## src/rtl/scroll_engine_if.sv

```systemverilog
// Bus bundle for the scroll engine: control inputs from the button front end
// and the lane positions / score consumed by the renderers and HUD.
interface scroll_engine_if #(
  parameter int LANES  = 4,
  parameter int Y_W    = 10,
  parameter int DIGITS = 3
);
  logic [LANES*Y_W-1:0] start_y;
  logic                 move_btn;
  logic                 dir;
  logic [1:0]           speed_sel;
  logic [LANES*Y_W-1:0] y_pos;
  logic [LANES-1:0]     wrap;
  logic                 tick;
  logic [4*DIGITS-1:0]  score;
  logic                 score_max;

  // Drives the engine (button logic / testbench side)
  modport master (
    output start_y, move_btn, dir, speed_sel,
    input  y_pos, wrap, tick, score, score_max
  );

  // The scroll engine itself
  modport slave (
    input  start_y, move_btn, dir, speed_sel,
    output y_pos, wrap, tick, score, score_max
  );
endinterface

```

## src/rtl/scroll_engine.sv

```systemverilog
// Multi-lane vertical scroll generator: per-lane parallax y offsets that
// advance once per movement tick while the move button is held, wrap
// modulo the screen height in both directions, and a saturating BCD score.
module scroll_engine #(
  parameter int LANES       = 4,
  parameter int Y_W         = 10,
  parameter int SCREEN_H    = 480,
  parameter int TICK_DIV    = 250000,
  parameter int STEP        = 2,
  parameter int STEP_INC    = 1,
  parameter int SCORE_TICKS = 100,
  parameter int DIGITS      = 3
) (
  input  logic          clk,
  input  logic          reset,
  scroll_engine_if.slave bus
);

  localparam int DIV_W   = (TICK_DIV > 1) ? $clog2(TICK_DIV) : 1;
  localparam int SC_W    = (SCORE_TICKS > 1) ? $clog2(SCORE_TICKS) : 1;
  localparam int SCORE_W = 4 * DIGITS;

  localparam logic [DIV_W-1:0]   DIV_LAST  = DIV_W'(TICK_DIV - 1);
  localparam logic [SC_W-1:0]    SC_LAST   = SC_W'(SCORE_TICKS - 1);
  localparam logic [Y_W:0]       SCREEN    = (Y_W + 1)'(SCREEN_H);
  localparam logic [SCORE_W-1:0] ALL_NINES = {DIGITS{4'h9}};

  // The largest per-lane base step must fit inside one screen height.
  if (STEP + (LANES - 1) * STEP_INC >= SCREEN_H) begin : g_step_check
    $error("scroll_engine: lane step must be smaller than SCREEN_H");
  end
  if (SCREEN_H > (1 << Y_W)) begin : g_height_check
    $error("scroll_engine: SCREEN_H does not fit in Y_W bits");
  end

  // Per-lane displacement for a speed setting. Reduced modulo the screen
  // height so that an oversized shifted step still wraps correctly.
  function automatic logic [Y_W-1:0] lane_delta(input int lane, input int sel);
    int raw;
    raw = (STEP + lane * STEP_INC) << sel;
    return Y_W'(raw % SCREEN_H);
  endfunction

  // BCD increment with rippling carry; an all-9s value saturates.
  function automatic logic [SCORE_W-1:0] bcd_inc(input logic [SCORE_W-1:0] val);
    logic [SCORE_W-1:0] res;
    logic               carry;
    res   = val;
    carry = 1'b1;
    if (val != ALL_NINES) begin
      for (int k = 0; k < DIGITS; k++) begin
        if (carry) begin
          if (res[4*k +: 4] == 4'd9) begin
            res[4*k +: 4] = 4'd0;
          end else begin
            res[4*k +: 4] = res[4*k +: 4] + 4'd1;
            carry         = 1'b0;
          end
        end else begin
          carry = 1'b0;
        end
      end
    end else begin
      res = val;
    end
    return res;
  endfunction

  logic                 move_active_r;
  logic [DIV_W-1:0]     div_r;
  logic [SC_W-1:0]      score_cnt_r;
  logic [LANES*Y_W-1:0] y_pos_r;
  logic [LANES-1:0]     wrap_r;
  logic                 tick_r;
  logic [SCORE_W-1:0]   score_r;
  logic                 score_max_r;

  logic                 tick_s;
  logic [DIV_W-1:0]     div_next_s;
  logic [LANES*Y_W-1:0] y_init_s;
  logic [LANES*Y_W-1:0] y_next_s;
  logic [LANES-1:0]     wrap_next_s;
  logic [SC_W-1:0]      score_cnt_next_s;
  logic [SCORE_W-1:0]   score_next_s;

  // Tick divider: counts only while the button stays held, so a release
  // (or a cycle where movement is inactive) discards partial progress.
  always_comb begin
    tick_s     = 1'b0;
    div_next_s = '0;
    if (move_active_r && (div_r == DIV_LAST)) begin
      tick_s     = 1'b1;
      div_next_s = '0;
    end else if (move_active_r && bus.move_btn) begin
      div_next_s = div_r + DIV_W'(1);
    end else begin
      div_next_s = '0;
    end
  end

  // Lane stepping: modular add/subtract in Y_W+1 bits with wrap flags.
  always_comb begin
    logic [Y_W-1:0] d;
    logic [Y_W:0]   y_ext;
    logic [Y_W:0]   d_ext;
    logic [Y_W:0]   y_new;
    d           = '0;
    y_ext       = '0;
    d_ext       = '0;
    y_new       = '0;
    y_next_s    = y_pos_r;
    wrap_next_s = '0;
    for (int i = 0; i < LANES; i++) begin
      case (bus.speed_sel)
        2'd0:    d = lane_delta(i, 0);
        2'd1:    d = lane_delta(i, 1);
        2'd2:    d = lane_delta(i, 2);
        2'd3:    d = lane_delta(i, 3);
        default: d = lane_delta(i, 0);
      endcase
      y_ext = {1'b0, y_pos_r[i*Y_W +: Y_W]};
      d_ext = {1'b0, d};
      if (!tick_s) begin
        y_new = y_ext;
      end else if (bus.dir == 1'b0) begin
        if (y_ext + d_ext >= SCREEN) begin
          y_new          = y_ext + d_ext - SCREEN;
          wrap_next_s[i] = 1'b1;
        end else begin
          y_new = y_ext + d_ext;
        end
      end else begin
        if (y_ext < d_ext) begin
          y_new          = y_ext + SCREEN - d_ext;
          wrap_next_s[i] = 1'b1;
        end else begin
          y_new = y_ext - d_ext;
        end
      end
      y_next_s[i*Y_W +: Y_W] = y_new[Y_W-1:0];
    end
  end

  // Reset positions: out-of-range start values are clamped to the top.
  always_comb begin
    y_init_s = '0;
    for (int i = 0; i < LANES; i++) begin
      if ({1'b0, bus.start_y[i*Y_W +: Y_W]} < SCREEN) begin
        y_init_s[i*Y_W +: Y_W] = bus.start_y[i*Y_W +: Y_W];
      end else begin
        y_init_s[i*Y_W +: Y_W] = '0;
      end
    end
  end

  // Score pacing: one BCD increment every SCORE_TICKS movement ticks.
  always_comb begin
    score_cnt_next_s = score_cnt_r;
    score_next_s     = score_r;
    if (tick_s) begin
      if (score_cnt_r == SC_LAST) begin
        score_cnt_next_s = '0;
        score_next_s     = bcd_inc(score_r);
      end else begin
        score_cnt_next_s = score_cnt_r + SC_W'(1);
      end
    end else begin
      score_cnt_next_s = score_cnt_r;
    end
  end

  // Movement enable and divider state.
  always_ff @(posedge clk) begin
    if (reset) begin
      move_active_r <= 1'b0;
      div_r         <= '0;
    end else begin
      move_active_r <= bus.move_btn;
      div_r         <= div_next_s;
    end
  end

  // Lane positions with their coincident tick/wrap pulses.
  always_ff @(posedge clk) begin
    if (reset) begin
      y_pos_r <= y_init_s;
      wrap_r  <= '0;
      tick_r  <= 1'b0;
    end else begin
      y_pos_r <= y_next_s;
      wrap_r  <= wrap_next_s;
      tick_r  <= tick_s;
    end
  end

  // Score counter, BCD score and saturation flag.
  always_ff @(posedge clk) begin
    if (reset) begin
      score_cnt_r <= '0;
      score_r     <= '0;
      score_max_r <= 1'b0;
    end else begin
      score_cnt_r <= score_cnt_next_s;
      score_r     <= score_next_s;
      score_max_r <= (score_next_s == ALL_NINES);
    end
  end

  assign bus.y_pos     = y_pos_r;
  assign bus.wrap      = wrap_r;
  assign bus.tick      = tick_r;
  assign bus.score     = score_r;
  assign bus.score_max = score_max_r;

endmodule

```

## src/flat_wrapper.sv

```systemverilog
// flat-port wrapper written by rule: the top's interface ports become plain ports
module scroll_engine_flat 
#(
  parameter int LANES       = 4,
  parameter int Y_W         = 10,
  parameter int SCREEN_H    = 480,
  parameter int TICK_DIV    = 250000,
  parameter int STEP        = 2,
  parameter int STEP_INC    = 1,
  parameter int SCORE_TICKS = 100,
  parameter int DIGITS      = 3
)
  (clk, reset, bus_start_y, bus_move_btn, bus_dir, bus_speed_sel, bus_y_pos, bus_wrap, bus_tick, bus_score, bus_score_max);
  scroll_engine_if #(.LANES(LANES), .Y_W(Y_W), .DIGITS(DIGITS)) bus_i ();
  input  logic clk;
  input  logic reset;
  input wire logic [$bits(bus_i.start_y)-1:0] bus_start_y;
  input wire logic [$bits(bus_i.move_btn)-1:0] bus_move_btn;
  input wire logic [$bits(bus_i.dir)-1:0] bus_dir;
  input wire logic [$bits(bus_i.speed_sel)-1:0] bus_speed_sel;
  output wire logic [$bits(bus_i.y_pos)-1:0] bus_y_pos;
  output wire logic [$bits(bus_i.wrap)-1:0] bus_wrap;
  output wire logic [$bits(bus_i.tick)-1:0] bus_tick;
  output wire logic [$bits(bus_i.score)-1:0] bus_score;
  output wire logic [$bits(bus_i.score_max)-1:0] bus_score_max;
  assign bus_i.start_y = bus_start_y;
  assign bus_i.move_btn = bus_move_btn;
  assign bus_i.dir = bus_dir;
  assign bus_i.speed_sel = bus_speed_sel;
  assign bus_y_pos = bus_i.y_pos;
  assign bus_wrap = bus_i.wrap;
  assign bus_tick = bus_i.tick;
  assign bus_score = bus_i.score;
  assign bus_score_max = bus_i.score_max;
  scroll_engine #(.LANES(LANES), .Y_W(Y_W), .SCREEN_H(SCREEN_H), .TICK_DIV(TICK_DIV), .STEP(STEP), .STEP_INC(STEP_INC), .SCORE_TICKS(SCORE_TICKS), .DIGITS(DIGITS)) u_core (.clk(clk), .reset(reset), .bus(bus_i));
endmodule
```

## config.mk

```make
export PLATFORM = sky130hd
export DESIGN_NAME = scroll_engine_flat
export DESIGN_NICKNAME = d
export VERILOG_FILES = /design/src/rtl/scroll_engine_if.sv /design/src/rtl/scroll_engine.sv /design/src/flat_wrapper.sv
export SDC_FILE = /design/constraint.sdc
export NUM_CORES = 1
export LEC_CHECK = 0
export ABC_AREA = 1
export ABC_CLOCK_PERIOD_IN_PS = 4000
export BUFFER_PORTS_ARGS = -buffer_cell sky130_fd_sc_hd__buf_4
export CORE_ASPECT_RATIO = 0.9
export CORE_MARGIN = 2
export CORE_UTILIZATION = 30
export CTS_CLUSTER_DIAMETER = 150
export CTS_CLUSTER_SIZE = 10
export DETAILED_ROUTE_END_ITERATION = 8
export GPL_ROUTABILITY_DRIVEN = 0
export PLACE_DENSITY = 0.55
export SYNTH_ARGS = -nofsm -noshare
export SYNTH_HDL_FRONTEND = slang
export SYNTH_SLANG_ARGS = --single-unit
export TNS_END_PERCENT = 5
```

## constraint.sdc

```tcl
create_clock -name clk -period 4 [get_ports clk]
set_clock_uncertainty 0.2 [all_clocks]
set_input_delay 0.4 -clock clk [delete_from_list [all_inputs] [get_ports clk]]
set_output_delay 0.4 -clock clk [all_outputs]
set_load 0.02 [all_outputs]
```

# After elaboration in Yosys (flattened, before gate mapping)
# Index checks and enable logic that the tools add are counted.
[word_totals] ff_bits=84 word_cells=119
[classes] addsub=25 magnitude_cmp=12 n_eq_ne=10 muxes=56 bitwise_logic=2 reduce_logical=6
[op_table] op="10-bit 2-to-1 mux" n=20
[op_table] op="10-bit case mux with 4 select lines" n=4
[op_table] op="10-bit subtractor" n=8
[op_table] op="10-bit by 10-bit adder with 11-bit output" n=4
[op_table] op="11-bit by 9-bit >= comparator with 1-bit output, second input constant" n=4
[op_table] op="10-bit by 9-bit adder with 10-bit output, second input constant" n=4
[op_table] op="10-bit < comparator" n=4
[op_table] op="10-bit by 9-bit < comparator with 1-bit output, second input constant" n=4
[op_table] op="40-bit 2-to-1 mux" n=1
[op_table] op="10-bit by 9-bit subtractor with 10-bit output, second input constant" n=4
[op_table] op="12-bit 2-to-1 mux" n=3
[op_table] op="1-bit 2-to-1 mux" n=22
[op_table] op="4-bit 2-to-1 mux" n=5
[op_table] op="18-bit by 1-bit adder with 18-bit output, second input constant" n=1
[op_table] op="18-bit == test, second input constant" n=1
[op_table] op="4-bit by 1-bit adder with 4-bit output, second input constant" n=3
[op_table] op="12-bit == test, second input constant" n=1
[op_table] op="4-bit == test, second input constant" n=3
[op_table] op="12-bit inequality test, second input constant" n=1
[op_table] op="7-bit by 1-bit adder with 7-bit output, second input constant" n=1
[op_table] op="7-bit == test, second input constant" n=1
[op_table] op="7-bit 2-to-1 mux" n=1
[op_table] op="2-bit == test, second input constant" n=2
[op_table] op="3-bit OR reduction" n=1
[op_table] op="6 further kinds" n=8

# Longest topological paths before layout
# Gate-level depths: netlist of the first run.
[logic_depth] depth_word=14 ltp_mapped=24 ltp_nobuf=23

# Least setup slack after synthesis of the first run
# Ideal clock, no wire load.
[synth_timing] path_kind="in2reg" start="in bus_speed_sel[1]" end="reg u_core.y_pos_r[38], in the netlist u_core.bus.y_pos[38] (data pin)" setup_time_ps=252 arrival_ps=2911 required_time_ps=3548 setup_slack_ps=637 stages=18 path_cell_list="inv_1 -> ha_1 -> o21ai_0 -> ha_1 -> nand2_1 -> nand3_1 -> nand3b_1 -> nand2_1 -> inv_1 -> ha_1 -> a21oi_4 -> nand2_4 -> nand2_1 -> nand2_1 -> nand2_1 -> nand2_1 -> nand2_1 -> nand2_1"
[synth_via] elab_chain_len=8 word_cells_on_any_way=16 classes_between="add/sub: 4; order compare: 2; eq/ne: 3; mux: 6; reduce/logical: 1"
[synth_rtl] item="from (decl)" line="flat_wrapper.sv:20" text="input wire logic [$bits(bus_i.speed_sel)-1:0] bus_speed_sel;"
[synth_rtl] item="2-bit == test, or another cell as far along" line="scroll_engine.sv:114" text="case (bus.speed_sel)"
[synth_rtl] item="10-bit case mux with 4 select lines (*)" line="scroll_engine.sv:114"
[synth_rtl] item="10-bit by 10-bit adder with 11-bit output" line="scroll_engine.sv:126" text="if (y_ext + d_ext >= SCREEN) begin"
[synth_rtl] item="10-bit by 9-bit subtractor with 10-bit output or 11-bit by 9-bit >= comparator with 1-bit output (tied branches)" line="scroll_engine.sv:127, scroll_engine.sv:126"
[synth_rtl] item="10-bit 2-to-1 mux" line="scroll_engine.sv:126"
[synth_rtl] item="10-bit 2-to-1 mux (*)" line="scroll_engine.sv:125" text="end else if (bus.dir == 1'b0) begin"
[synth_rtl] item="10-bit 2-to-1 mux (*)" line="scroll_engine.sv:123" text="if (!tick_s) begin"
[synth_rtl] item="40-bit 2-to-1 mux (*)" line="scroll_engine.sv:185" text="if (reset) begin"
[synth_rtl] item="to (signal assigned)" line="scroll_engine.sv:186" text="y_pos_r <= y_init_s;"
[synth_rtl] item="to (signal assigned)" line="scroll_engine.sv:190" text="y_pos_r <= y_next_s;"
[synth_rtl] item="to (decl)" line="scroll_engine.sv:72" text="logic [LANES*Y_W-1:0] y_pos_r;"
# Every way passes the cells marked *; elsewhere a longest branch is shown, timed or not. The select of a mux whose other input is x is not followed.
# A chain may end at the register's enable or synchronous reset.

# Worst setup path after layout of the first run
[layout_timing] start="in bus_speed_sel[1]" end="reg u_core.y_pos_r[39], in the netlist u_core.bus.y_pos[39] (data pin)"
# Same word-level chain as after synthesis.

==> results of run 1 <==
==> state kept, by name, summed over array words and instances, names as in the netlist <==
signal                flops
u_core.score_cnt_r        7
u_core.move_active_r      1
u_core.bus.score_max      1
u_core.div_r             18
u_core.bus.y_pos         40
u_core.bus.tick           1
u_core.bus.score         12
u_core.bus.wrap           4
==> Yosys cell counts (all sizes together), types with 7 or more instances <==
cell type and n:
a21oi 63, buf 14, clkbuf 13, dfxtp 44, edfxtp 40, fa 22
ha 76, inv 201, nand2 367, nand3 99, nand4 30, nor2 128
nor3 24, o211ai 9, o21ai 80, o21bai 7, xnor2 12, xor2 35
==> cell type report <==
cell class	instances	area (µm²)	area share (%)
multi-input combinational	994	5890	56.6
sequential	84	2080	20.0
timing repair buffer	119	906	8.70
inverter	205	771	7.40
tap	396	495	4.76
clock buffer	12	236	2.27
clock inverter	4	26.3	0.252
antenna	1	2.50	0.0240
==> final timing paths <==
path | to | slack [ps] | cells after the start
worst min register to register | u_core.div_r[0] | 240 | 1
worst min-delay path | u_core.move_active_r | 90 | 3
worst max register to register | u_core.bus.y_pos[37] | 890 | 19
worst max-delay path | u_core.bus.y_pos[39] | 600 | 18
==> placed cells by master (no fill, tap or decap), drive strengths merged, types with 2 or more instances in the layout <==
cell    instances
nand2         367
inv           201
nor2          128
buf           119
nand3          99
o21ai          80
ha             76
a21oi          63
dfxtp          44
edfxtp         40
xor2           35
nand4          30
nor3           24
fa             22
xnor2          12
clkbuf         12
o211ai          9
clkinv          8
o21bai          7
nand3b          4
a31oi           4
o21a            4
nor3b           4
nor4            3
o22ai           3
o31ai           3
and3            3
or2             2
a41oi           2
==> worst max-delay path, stage by stage <==
cell and delay [ps]:
buf_4 160, inv_1 140, ha_1 320, nor2_1 260
inv_1 70, ha_1 430, clkinv_2 160, fa_1 470
a21oi_1 170, o21bai_1 110, nand2_1 70, nand2_1 40
a21oi_1 120, nand2_1 80, nand2_1 90, a21oi_1 60
o21ai_1 80, a21oi_1 70
==> cell families after synthesis <==
group | count (synthesis) | synth area share, %
xor+xnor | 47 | 4.93
simple gates | 666 | 33.8
compound gates | 182 | 11.8
flops | 84 | 23.5
fa+ha+maj | 98 | 15.7
buf+inv | 232 | 10.2
mux | 1 | 0.113
==> where the power goes <==
group	leakage, nW	switching, mW	total (mW)	internal, mW
registers	0.757	0.0881	1.05	0.962
clock network	0.128	0.397	0.819	0.422
logic	4.08	0.821	1.33	0.505
total	4.97	1.31	3.19	1.89
==> per-layer routing <==
layer	wire length (µm)	vias to the layer above	GRT usage [%]	share of wire, %
met1	12800	3851	23.2	50
met3	1280	26	3.28	5.0
met2	11100	171	26.1	43
met5	16	-	0	0.063
li1	-	4445	-	-
met4	371	2	3.76	1.5
==> out/results.ini, run 1 <==
[grt]
grt_pass1_vias=8092
grt_overflow=0
grt_pass1_wl_um=40800
grt_max_degree=38
grt_use_total_pct=16.5
antenna_found_initial=2

[floorplan]
start_util_pct=30.6
io_pins=104
core_um2=29000
fp.dieH_um=167
die_x_um=185
rows=59
die-area_um2=31000

[sta]
final-setup-viol-count=0
worst_pin_slew_ps=706
fin_setup_tns_ps=0
fin_crit_ps=3400
timing.fmax_mhz=294
holdWs_ps=90.5
period_share_pct=85.0
setup_slack_ps=601
slew_violations=0
final-hold-violation-count=0
rsz0062_at_grt=no
slew_headroom_pct=52.8

[cells_and_area]
drive_gt1_share_pct=14.1
nFillCells=3161
fin_cells=1815
utilization_pct=35.9
area_delta_synth_final_pct=17.3
final_nets=1557
final_area_um2=10400

[placed_design]
numPortBuffers=103
place_hpwl_um=20000
pre_cts_slack_ps=212
placed_cell_area_um2=10100
dpl.cell_count=1798

[setup_path]
path_class=in2reg
crit_arrival_ps=3300
start_kind=primary input
regToRegStartpoint=u_core.bus.y_pos[35]
crit_start=bus_speed_sel[1]
worstSetupEndpointType=flop
crit_fanout=8
crit_required_ps=3900

[logic_synthesis]
seq_area_frac_synth_pct=23.5
synth_cell_types=61
synth_nets=1454
yosysWarnings=0
yosysTopAreaCell=nand2_1
synth_edf_count=40
synth-main-ff-cell=dfxtp_1
synth_area_leaders=nand2_1, edfxtp_1, ha_1, dfxtp_1, inv_1
synth_top_area_share_pct=15.0
syn_inst=1310
ys_ff_latch=84
syn_area_per_cell_um2=6.77
synthesis.area_um2=8870
async_flop_share_pct=0

[run_status]
run_status=finished, final reports clean

[clock_network]
postCtsHoldBufs=0
worstSkewPairLatency_ps=370
cts_tree=yes
clk_path_buf_depth=2
clk_pin_slew_ps=70
cts_resized=0
cts_buffers=9
post_cts_buffers=0
h-tree-depth=3
clock-sinks=84
cts_root_buffer=clkbuf_16

[power]
totalPowerFinal_mw=3.19
leakagePower_nw=4.97
power_density_nw_per_um2=307
ir_drop_v=0.000203

[routing]
drc=0
drt-initial-drc-count=580
via_count=8495
first_pass_iters=5
wl_um=25600
post_drt_via_cell_ratio=4.68
wl_per_cell_um=14.1
ant_nets=0

[job]
drv_cap=0

[hold_path]
min_from=bus_move_btn
hold_class=in2reg

(Power assumes the default switching activity.)
==> inputs of run 2 (changes only) <==
--- a/config.mk
+++ b/config.mk
@@ -6,7 +6,7 @@
 export NUM_CORES = 1
 export LEC_CHECK = 0
 export ABC_AREA = 1
-export ABC_CLOCK_PERIOD_IN_PS = 4000
+export ABC_CLOCK_PERIOD_IN_PS = 2700
 export BUFFER_PORTS_ARGS = -buffer_cell sky130_fd_sc_hd__buf_4
 export CORE_ASPECT_RATIO = 0.9
 export CORE_MARGIN = 2
@@ -15,7 +15,7 @@
 export CTS_CLUSTER_SIZE = 10
 export DETAILED_ROUTE_END_ITERATION = 8
 export GPL_ROUTABILITY_DRIVEN = 0
-export PLACE_DENSITY = 0.55
+export PLACE_DENSITY = 0.56
 export SYNTH_ARGS = -nofsm -noshare
 export SYNTH_HDL_FRONTEND = slang
 export SYNTH_SLANG_ARGS = --single-unit
==> constraint.sdc (replaced) <==
create_clock -name clk -period 2.7 [get_ports clk]
set_clock_uncertainty 0.2 [all_clocks]
set_input_delay 0.27 -clock clk [delete_from_list [all_inputs] [get_ports clk]]
set_output_delay 0.27 -clock clk [all_outputs]
set_load 0.02 [all_outputs]
==> run 2 against run 1 <==
  * The run now ends with negative setup slack left
  * Via count rose by 12%
  * Clock power rose by 61%
  * Final cell count rose by 13%
  * Die area did not move
  * Critical path type is now reg2reg
  * Combinational power rose by 120%
  * Total power rose by 80%
==> out/results.ini, run 2 (same netlist as run 1, synthesis figures left out) <==
[floorplan]
die-area_um2=31000  ; unchanged
core_um2=29000  ; unchanged
io_pins=104  ; unchanged
rows=59  ; unchanged
die_x_um=185  ; unchanged
fp.dieH_um=167  ; unchanged
start_util_pct=30.6  ; unchanged

[sta]
setup_slack_ps=-90.8  ; was 601 ps
slew_violations=0  ; unchanged
fin_crit_ps=2790
slew_headroom_pct=65.8  ; was 52.8%
worst_pin_slew_ps=512  ; was 706 ps
timing.fmax_mhz=358
final-setup-viol-count=15  ; was 0
period_share_pct=103
final-hold-violation-count=0  ; unchanged
rsz0062_at_grt=yes  ; was no

[setup_path]
start_kind=flop  ; was primary input
crit_fanout=5  ; was 8
worstSetupEndpointType=flop  ; unchanged
path_class=reg2reg  ; was in2reg
crit_start=u_core.bus.y_pos[11]  ; was bus_speed_sel[1]
regToRegStartpoint=u_core.bus.y_pos[11]  ; was u_core.bus.y_pos[35]
crit_arrival_ps=2690  ; was 3300 ps
r2r-end=u_core.bus.y_pos[19]  ; was u_core.bus.y_pos[37]
r2r_cells=14  ; was 19
crit_required_ps=2600  ; was 3900 ps
r2r_setup_slack_ps=-90  ; was 890 ps

[power]
ir_drop_v=0.000313  ; was 0.000203 V
p_int_mw=3.56  ; was 1.89 mW
seqPwrFrac_pct=26.5  ; was 32.9%
clock_power_share_pct=23.0  ; was 25.6%
pwr-share-comb_pct=50.6  ; was 41.5%
switching_share_pct=38.1  ; was 40.9%
leakagePower_nw=6.15  ; was 4.97 nW
power_density_nw_per_um2=446  ; was 307 nW/µm²
switchingPower_mw=2.19  ; was 1.31 mW

[grt]
grt_pass1_vias=9148  ; was 8092
grt_pass1_wl_um=45300  ; was 40800 µm
grt_max_degree=38  ; unchanged
antenna_found_initial=3  ; was 2
grt_use_total_pct=18.3  ; was 16.5%
grt_overflow=0  ; unchanged

[clock_network]
cts_buffers=9  ; unchanged
worstSkewPairLatency_ps=360  ; was 370 ps
clk_pin_slew_ps=70  ; about the same
h-tree-depth=3  ; unchanged
clock-sinks=84  ; unchanged
clk_path_buf_depth=2  ; unchanged
cts_tree=yes  ; unchanged
cts_root_buffer=clkbuf_16  ; unchanged

[hold_path]
worstHoldEndpoint=u_core.bus.y_pos[30]  ; was u_core.move_active_r
hold_path_depth=3  ; unchanged
min_from=bus_start_y[30]  ; was bus_move_btn
hold_class=in2reg  ; unchanged

[routing]
wl_per_cell_um=13.9  ; was 14.1 µm
first_pass_iters=5  ; unchanged
post_drt_via_cell_ratio=4.63  ; was 4.68
drt-initial-drc-count=572  ; was 580
wl_um=28500  ; was 25600 µm
drc=0  ; unchanged
ant_nets=0  ; unchanged
via_count=9519  ; was 8495

[cells_and_area]
layout_common_cells=nand2_1, buf_4, inv_1, nor2_1, nand3_1  ; was nand2_1, inv_1, buf_4, nor2_1, nand3_1
utilization_pct=44.4  ; was 35.9%
final_common_cell=nand2_1  ; unchanged
area_delta_synth_final_pct=45.1  ; was 17.3%
final_nets=1794  ; was 1557
drive_gt1_share_pct=31.7  ; was 14.1%
largest_reg_flops=40  ; unchanged

[placed_design]
place_hpwl_um=22100  ; was 20000 µm
pre_cts_slack_ps=-535  ; was 212 ps
numPortBuffers=103  ; unchanged

[run_status]
violations=negative setup slack
run_status=finished, violations left  ; was finished, final reports clean

[job]
drv_cap=0  ; unchanged

-- run 2: cell types whose count changed in the layout (fill, tap and decap cells not counted), sizes merged --
cell         change
bufinv           +1
nand2            +1
clkbuf           -1
diode            +2
clkinvlp         +1
clkinv           -1
dlygate4sd3     +22
buf            +214
-- run 2: layer usage --
metal	track usage [%]	wire [µm]	vias up
li1	-	-	4921
met1	25.1	13600	4336
met2	29.5	12800	224
met3	3.65	1590	38
met4	4.49	524	0
met5	0	0	-
-- run 2: cell type report --
class                      instances  area (µm²)
antenna                            3        7.51
clock buffer                      11         243
clock inverter                     5        60.1
fill                            2960       16100
inverter                         205         783
multi-input combinational        995        6430
sequential                        84        2080
tap                              396         495
timing repair buffer             355        2780
-- run 2: what timing repair did --
action                                  in CTS  in global routing
hold buffers                                22                  0
endpoints found under the setup margin      27                 34
gates resized for setup                     59                 81
cloned                                       1                  0
pin swaps                                   25                 47
buffers inserted                             3                 19
hold endpoints to repair                    22                  0
-- run 2: how the worst max path moves through the flow --
stage	endpoint	cells after the start	slack, ps
after floorplan	u_core.bus.y_pos[39]	18	-180
after global placement	u_core.bus.y_pos[7]	19	-500
after detailed placement	u_core.bus.y_pos[27]	16	-530
after CTS	u_core.bus.y_pos[8]	16	-70
after global routing	u_core.bus.y_pos[39]	19	-240
final	u_core.bus.y_pos[19]	14	-90
-- run 2: power by group through the flow --
stage | Clock (mW) | Sequential (mW) | Combinational, mW
detailed placement | 0 | 1.54 | 2.59
floorplan | 0 | 1.60 | 1.41
global route | 1.40 | 1.53 | 3.21
CTS | 1.35 | 1.52 | 2.71
global placement | 0 | 1.54 | 2.56
finish | 1.32 | 1.52 | 2.90
-- run 2: stage by stage --
stage	cell area (µm²)	setup TNS (ps)	hold WS (ps)	std cells	power (mW)
floorplan	8990	-2810	153	1310	3.01
global placement	11700	-13020	223	1990	4.10
detailed placement	11700	-14860	242	1990	4.13
CTS	12500	-525	1.58	2032	5.58
global route	12900	-4380	22.0	2053	6.14
finish	12900	-579	7.92	2054	5.75
-- run 2: critical path, stage by stage, from the launching register on --
cell and delay, ps:
edfxtp_1 480, buf_6 180, buf_4 130, fa_1 440
inv_1 80, o21ai_1 90, inv_1 120, o21ai_2 90
nor2_4 180, nand2_1 100, buf_4 140, nand2_1 80
a21oi_1 60, o21ai_1 90, a21oi_1 80
